File: src/rtl/sw_input_port_pkg.sv
// Shared definitions for the operator switch input port.
// Holds the press-tracking state type and a counter-width helper.
package sw_input_port_pkg;

    typedef enum logic {
        IDLE    = 1'b0,
        PRESSED = 1'b1
    } press_state_t;

    // Bits needed for a counter running 0 .. cycles-1 (never narrower than 1).
    function automatic int cnt_width(input int cycles);
        return (cycles <= 1) ? 1 : $clog2(cycles);
    endfunction

endpackage

File: src/rtl/sw_input_port_btn_debounce.sv
// Two-flop synchronizer plus stability-counter debouncer for one button.
// db_change is high during the cycle whose closing edge toggles out_db.
module btn_debounce
    import sw_input_port_pkg::*;
#(
    parameter int DEBOUNCE_CYCLES = 500000
) (
    input  logic clk,
    input  logic rst,
    input  logic in_raw,
    output logic out_db,
    output logic db_change
);

    localparam int              CNT_W   = cnt_width(DEBOUNCE_CYCLES);
    localparam logic [CNT_W-1:0] CNT_MAX = CNT_W'(DEBOUNCE_CYCLES - 1);

    logic             sync_q1;
    logic             in_sync;
    logic [CNT_W-1:0] stable_cnt;

    // Bring the asynchronous button level into the clk domain.
    always_ff @(posedge clk) begin
        if (rst) begin
            sync_q1 <= 1'b0;
            in_sync <= 1'b0;
        end else begin
            sync_q1 <= in_raw;
            in_sync <= sync_q1;
        end
    end

    assign db_change = (in_sync != out_db) && (stable_cnt == CNT_MAX);

    // Accept a new level only after it has differed for DEBOUNCE_CYCLES cycles in a row.
    always_ff @(posedge clk) begin
        if (rst) begin
            stable_cnt <= '0;
            out_db     <= 1'b0;
        end else if (in_sync == out_db) begin
            stable_cnt <= '0;
        end else if (stable_cnt == CNT_MAX) begin
            stable_cnt <= '0;
            out_db     <= ~out_db;
        end else begin
            stable_cnt <= stable_cnt + 1'b1;
        end
    end

endmodule

File: src/rtl/sw_input_port.sv
// Operator input port: debounced commit button captures the switches into a
// word offered to the CPU with a valid/read handshake.
// Optional build macro SW_INPUT_AUTO_REPEAT_EN adds periodic re-capture while held.
module sw_input_port
    import sw_input_port_pkg::*;
#(
    parameter int DATA_WIDTH      = 16,
    parameter int SW_WIDTH        = 4,
    parameter int DEBOUNCE_CYCLES = 500000,
    parameter int REPEAT_CYCLES   = 25000000
) (
    input  logic                  clk,
    input  logic                  rst,
    input  logic                  btn_raw,
    input  logic [SW_WIDTH-1:0]   sw_raw,
    input  logic                  rd,
    output logic [DATA_WIDTH-1:0] data,
    output logic                  valid,
    output logic                  overrun,
    output logic                  btn_db
);

    logic [SW_WIDTH-1:0] sw_q1;
    logic [SW_WIDTH-1:0] sw_sync;
    logic                db_change;
    logic                rep_hit;
    logic                capture;
    press_state_t        state_q;
    press_state_t        state_d;

    btn_debounce #(
        .DEBOUNCE_CYCLES(DEBOUNCE_CYCLES)
    ) u_btn_debounce (
        .clk      (clk),
        .rst      (rst),
        .in_raw   (btn_raw),
        .out_db   (btn_db),
        .db_change(db_change)
    );

    // Switch synchronizer; its latency matches the button path so a press sees settled switches.
    always_ff @(posedge clk) begin
        if (rst) begin
            sw_q1   <= '0;
            sw_sync <= '0;
        end else begin
            sw_q1   <= sw_raw;
            sw_sync <= sw_q1;
        end
    end

`ifdef SW_INPUT_AUTO_REPEAT_EN
    localparam int              REP_W   = cnt_width(REPEAT_CYCLES);
    localparam logic [REP_W-1:0] REP_MAX = REP_W'(REPEAT_CYCLES - 1);

    logic [REP_W-1:0] rep_cnt;

    // Repeat timer runs only while staying in PRESSED; entry and exit both restart it.
    always_ff @(posedge clk) begin
        if (rst) begin
            rep_cnt <= '0;
        end else if ((state_q != PRESSED) || (state_d != PRESSED)) begin
            rep_cnt <= '0;
        end else if (rep_cnt == REP_MAX) begin
            rep_cnt <= '0;
        end else begin
            rep_cnt <= rep_cnt + 1'b1;
        end
    end

    assign rep_hit = (rep_cnt == REP_MAX);
`else
    // Without auto-repeat there is never a repeat capture; REPEAT_CYCLES is referenced
    // only so the parameter list stays identical between builds.
    assign rep_hit = (REPEAT_CYCLES < 0);
`endif

    // Press-tracking state register.
    always_ff @(posedge clk) begin
        if (rst) begin
            state_q <= IDLE;
        end else begin
            state_q <= state_d;
        end
    end

    // Next state and capture strobe; a release edge takes priority over a repeat tick.
    always_comb begin
        state_d = state_q;
        capture = 1'b0;
        case (state_q)
            IDLE: begin
                if (db_change) begin
                    state_d = PRESSED;
                    capture = 1'b1;
                end
            end
            PRESSED: begin
                if (db_change) begin
                    state_d = IDLE;
                end else if (rep_hit) begin
                    capture = 1'b1;
                end
            end
            default: state_d = IDLE;
        endcase
    end

    // Word register and handshake; a capture beats a same-edge read.
    always_ff @(posedge clk) begin
        if (rst) begin
            data    <= '0;
            valid   <= 1'b0;
            overrun <= 1'b0;
        end else if (capture) begin
            data  <= DATA_WIDTH'(sw_sync);
            valid <= 1'b1;
            if (valid && !rd) begin
                overrun <= 1'b1;
            end
        end else if (rd && valid) begin
            valid <= 1'b0;
        end
    end

endmodule

File: config.mk
export PLATFORM = sky130hd
export DESIGN_NAME = sw_input_port
export DESIGN_NICKNAME = d
export VERILOG_FILES = /design/src/rtl/sw_input_port_pkg.sv /design/src/rtl/sw_input_port_btn_debounce.sv /design/src/rtl/sw_input_port.sv
export SDC_FILE = /design/constraint.sdc
export NUM_CORES = 1
export LEC_CHECK = 0
export ABC_AREA = 0
export CORE_MARGIN = 8
export CORE_UTILIZATION = 55
export CTS_CLUSTER_DIAMETER = 50
export DETAILED_ROUTE_END_ITERATION = 8
export PLACE_DENSITY = 0.84
export SYNTH_ARGS = -nofsm -noshare
export SYNTH_HDL_FRONTEND = slang
export SYNTH_SLANG_ARGS = --single-unit
File: constraint.sdc
create_clock -name clk -period 6.5 [get_ports clk]
set_input_delay 0.65 -clock clk [delete_from_list [all_inputs] [get_ports clk]]
set_output_delay 0.65 -clock clk [all_outputs]
set_load 0.03 [all_outputs]
==> impl_metrics.ini <==
[power]
share_comb_of_total_power_pct = 5.1
p_int_mw = 0.276
power.density_mw_per_mm2 = 209
p_seq_share_pct = 64.1
power.static_leakage_nw = 0.558
p_sw_mw = 0.0835
sw_frac_of_total_pct = 23.2
pwr-share-clk_pct = 30.8
power.total_mw = 0.360
irDropWorstVdd_mv = 0.163

[cells_and_area]
share_of_post_route_cells_with_drive_strength_above_1_pct = 8.06
fillers = 230
insertedDiodeCount = 0
layout-area-overhead-vs-synth_pct = 9.47
layout_common_cells = dfxtp_1 (37), nor2_1 (28), clkdlybuf4s50_1 (14)
final_net_count = 195
layout_commonest_cell = dfxtp_1

[logic_synthesis]
netlist_area_mm2 = 0.00157
share_of_synthesized_flip_flops_with_an_asynchronous_set_or_reset_pct = 0
ys_warn_count = 0
synth_area_per_cell_um2 = 9.19
synth_edf_count = 0
synthFlopType = dfxtp_1
synth.lib_cells_used.distinct = 36
synth-seq-cells = 37
postSynthCellCount = 171
yosysSeqAreaShare_pct = 47.1

[detailed_routing]
postRouteWirelength_um = 2850
avgRoutedWirePerCell_um = 13.1
detail_route.drc_violations = 0
dr_total_vias = 1174
post_drt_via_cell_ratio = 5.41
detail-route-antenna-nets = 0
drtPass1Iterations = 4
dr.first_iter.drc_count = 40

[global_route]
grt_busiest_layer = met2
grt_pass1_vias = 1109
grt_max_degree = 20
globalRouteOverflowTotal = 0
grtUsageMet3_pct = 6.15
gr-usage-met2_pct = 19.6
grt_antenna_before_repair = 0
grt_use_total_pct = 12.6
grt_pass1_wl_um = 5060
groute.layer.met1.usage_pct = 14.3

[setup_path]
r2r-start = u_btn_debounce.stable_cnt[12]
worst_r2r_path_depth = 7
worstPathRequired_ns = 6.70
regToRegSetupSlack_ns = 4.03
top_fanout_value_on_the_critical_path = 6
worst_setup_path_start_kind = flip-flop
critical_r2r_capture = data[1]
cp-end-kind = flip-flop
critPathArrivalTime_ns = 2.67
crit_type = reg -> reg

[place]
io_buffers = 14
gp_congestion = 0.865
post_detail_place_hpwl_um = 2130

[clock_tree]
tritoncts = built
post_cts_hold_buffer_count = 0
cts.htree.levels = 2
clkLatencyLatePin_ns = 0.33
clkTransAtPathRegs_ns = 0.10
post-cts-setup-buffers = 0
cts_buffers = 5
clk_root_buffer_cell = clkbuf_4
cts-root-to-sink-buffers = 2
cts_resizes = 0
cts.sink_count = 37

[outcome]
status = finished, final reports clean

[die]
floorplan.initialDensity_pct = 57.5
top_level_ports = 27
die_area_mm2 = 0.00482
die_x_um = 69.5
core_area_mm2 = 0.00273
rows = 19
vert_die_dim_um = 69.5

[timing]
maxSlewHeadroom_pct = 50.4
timing.final.setup_violations = 0
rsz0062_at_grt = no
post-route-period-util_pct = 38.1
max_clock_freq_ghz = 0.404
tightestPinTransition_ns = 0.744
timing_max_transition_violations_final = 0
timing.final.crit_period_ns = 2.47
setup_tns_ns = 0
number_of_hold_slack_violations_in_the_final_timing_report = 0
finalClockSkew_ns = 0.00641

[worst_hold_path]
hold_depth = 1
holdCritPathClass = reg -> reg
min_delay_endpoint = sw_sync[1]
hold_start = sw_q1[1]

[flow_run]
maxCapViolations = 0
-- registers in the layout, summed over array words and instances (netlist names), 4 cells and up --
signal,cells
data,4
sw_q1,4
sw_sync,4
u_btn_debounce.stable_cnt,19
-- worst max-delay path by stage --
stage	start	endpoint	slack [ns]	cells after the start
after floorplan	u_btn_debounce.stable_cnt[12]	data[0]	4.35	8
after global routing	u_btn_debounce.stable_cnt[12]	data[1]	3.78	7
after CTS	u_btn_debounce.stable_cnt[12]	data[1]	4.04	7
final	u_btn_debounce.stable_cnt[12]	data[1]	4.03	7
after detailed placement	u_btn_debounce.stable_cnt[12]	data[1]	4.07	7
after global placement	u_btn_debounce.stable_cnt[12]	data[1]	4.24	7
-- synth_stat cells (2+ instances only) --
cell type	instances	area share, %
o21ai_0	3	0.96
nor2_1	28	6.7
clkbuf_1	3	0.72
nand2_1	6	1.4
nand3_1	8	2.5
nor4_1	4	1.6
xnor2_1	11	6.1
nand4_1	6	2.4
dfxtp_1	37	47
ha_1	2	1.6
inv_1	3	0.72
a21oi_1	4	1.3
xor2_1	4	2.2
or2_2	2	0.80
buf_4	12	5.7
nor2b_1	11	4.4
nor3_1	5	1.6
mux2i_1	4	2.5
-- power groups by stage --
stage	Sequential, mW	Combinational, mW	Clock, mW
2_1_floorplan	0.236	0.0194	0
5_1_grt	0.231	0.0202	0.127
4_1_cts	0.231	0.0182	0.114
3_3_place_gp	0.236	0.0179	0
6_report	0.231	0.0185	0.111
3_5_place_dp	0.236	0.0182	0
-- cells by family (layout without fill, tap and decap cells) --
kind of cell | after synthesis | in the layout | synth area share, %
buffers and inverters | 21 | 25 | 8.52
flip-flops | 37 | 37 | 47.1
adder cells (fa/ha/maj) | 2 | 2 | 1.59
AO/OA/AOI/OAI | 10 | 10 | 3.82
multiplexers | 4 | 4 | 2.55
AND/OR/NAND/NOR | 81 | 81 | 27.8
XOR/XNOR | 15 | 15 | 8.36
other | 1 | 12 | 0.239
-- per-stage QoR --
| step | std cells | setup WS, ns | cell area, um2 | utilization, % | hold WS, ns |
|---|---|---|---|---|---|
| after global placement | 209 | 4.24 | 1670 | 61.1 | 0.419 |
| after global routing | 217 | 3.78 | 1720 | 62.9 | 0.469 |
| after floorplan | 182 | 4.35 | 1610 | - | 0.414 |
| final | 217 | 4.03 | 1720 | 62.9 | 0.450 |
| after CTS | 217 | 4.04 | 1720 | 62.9 | 0.455 |
| after detailed placement | 209 | 4.07 | 1670 | 61.1 | 0.429 |
-- per-layer routing --
metal  routed length (um)  vias to the layer above
met5                    0                        -
met4                   74                        0
met3                  206                       10
met2                 1340                       35
met1                 1220                      551
li1                     -                      578
-- final cells by class --
cell class | count | area [um2] | share of cell area, %
clock buffer | 6 | 41.3 | 2.40
clock inverter | 2 | 10.0 | 0.582
inverter | 3 | 11.3 | 0.655
multi-input combinational | 124 | 738 | 42.9
sequential | 37 | 741 | 43.1
tap | 31 | 38.8 | 2.25
timing repair buffer | 14 | 140 | 8.15
-- worst max-delay path: stages (launching register included) --
cell     delay (ns)
dfxtp_1        0.36
or4b_1         0.57
nor4_1         0.42
nand3_1        0.18
nor2_1         0.15
ha_1           0.36
mux2i_1        0.23
nor2_1         0.06
(Power assumes the default switching activity.)
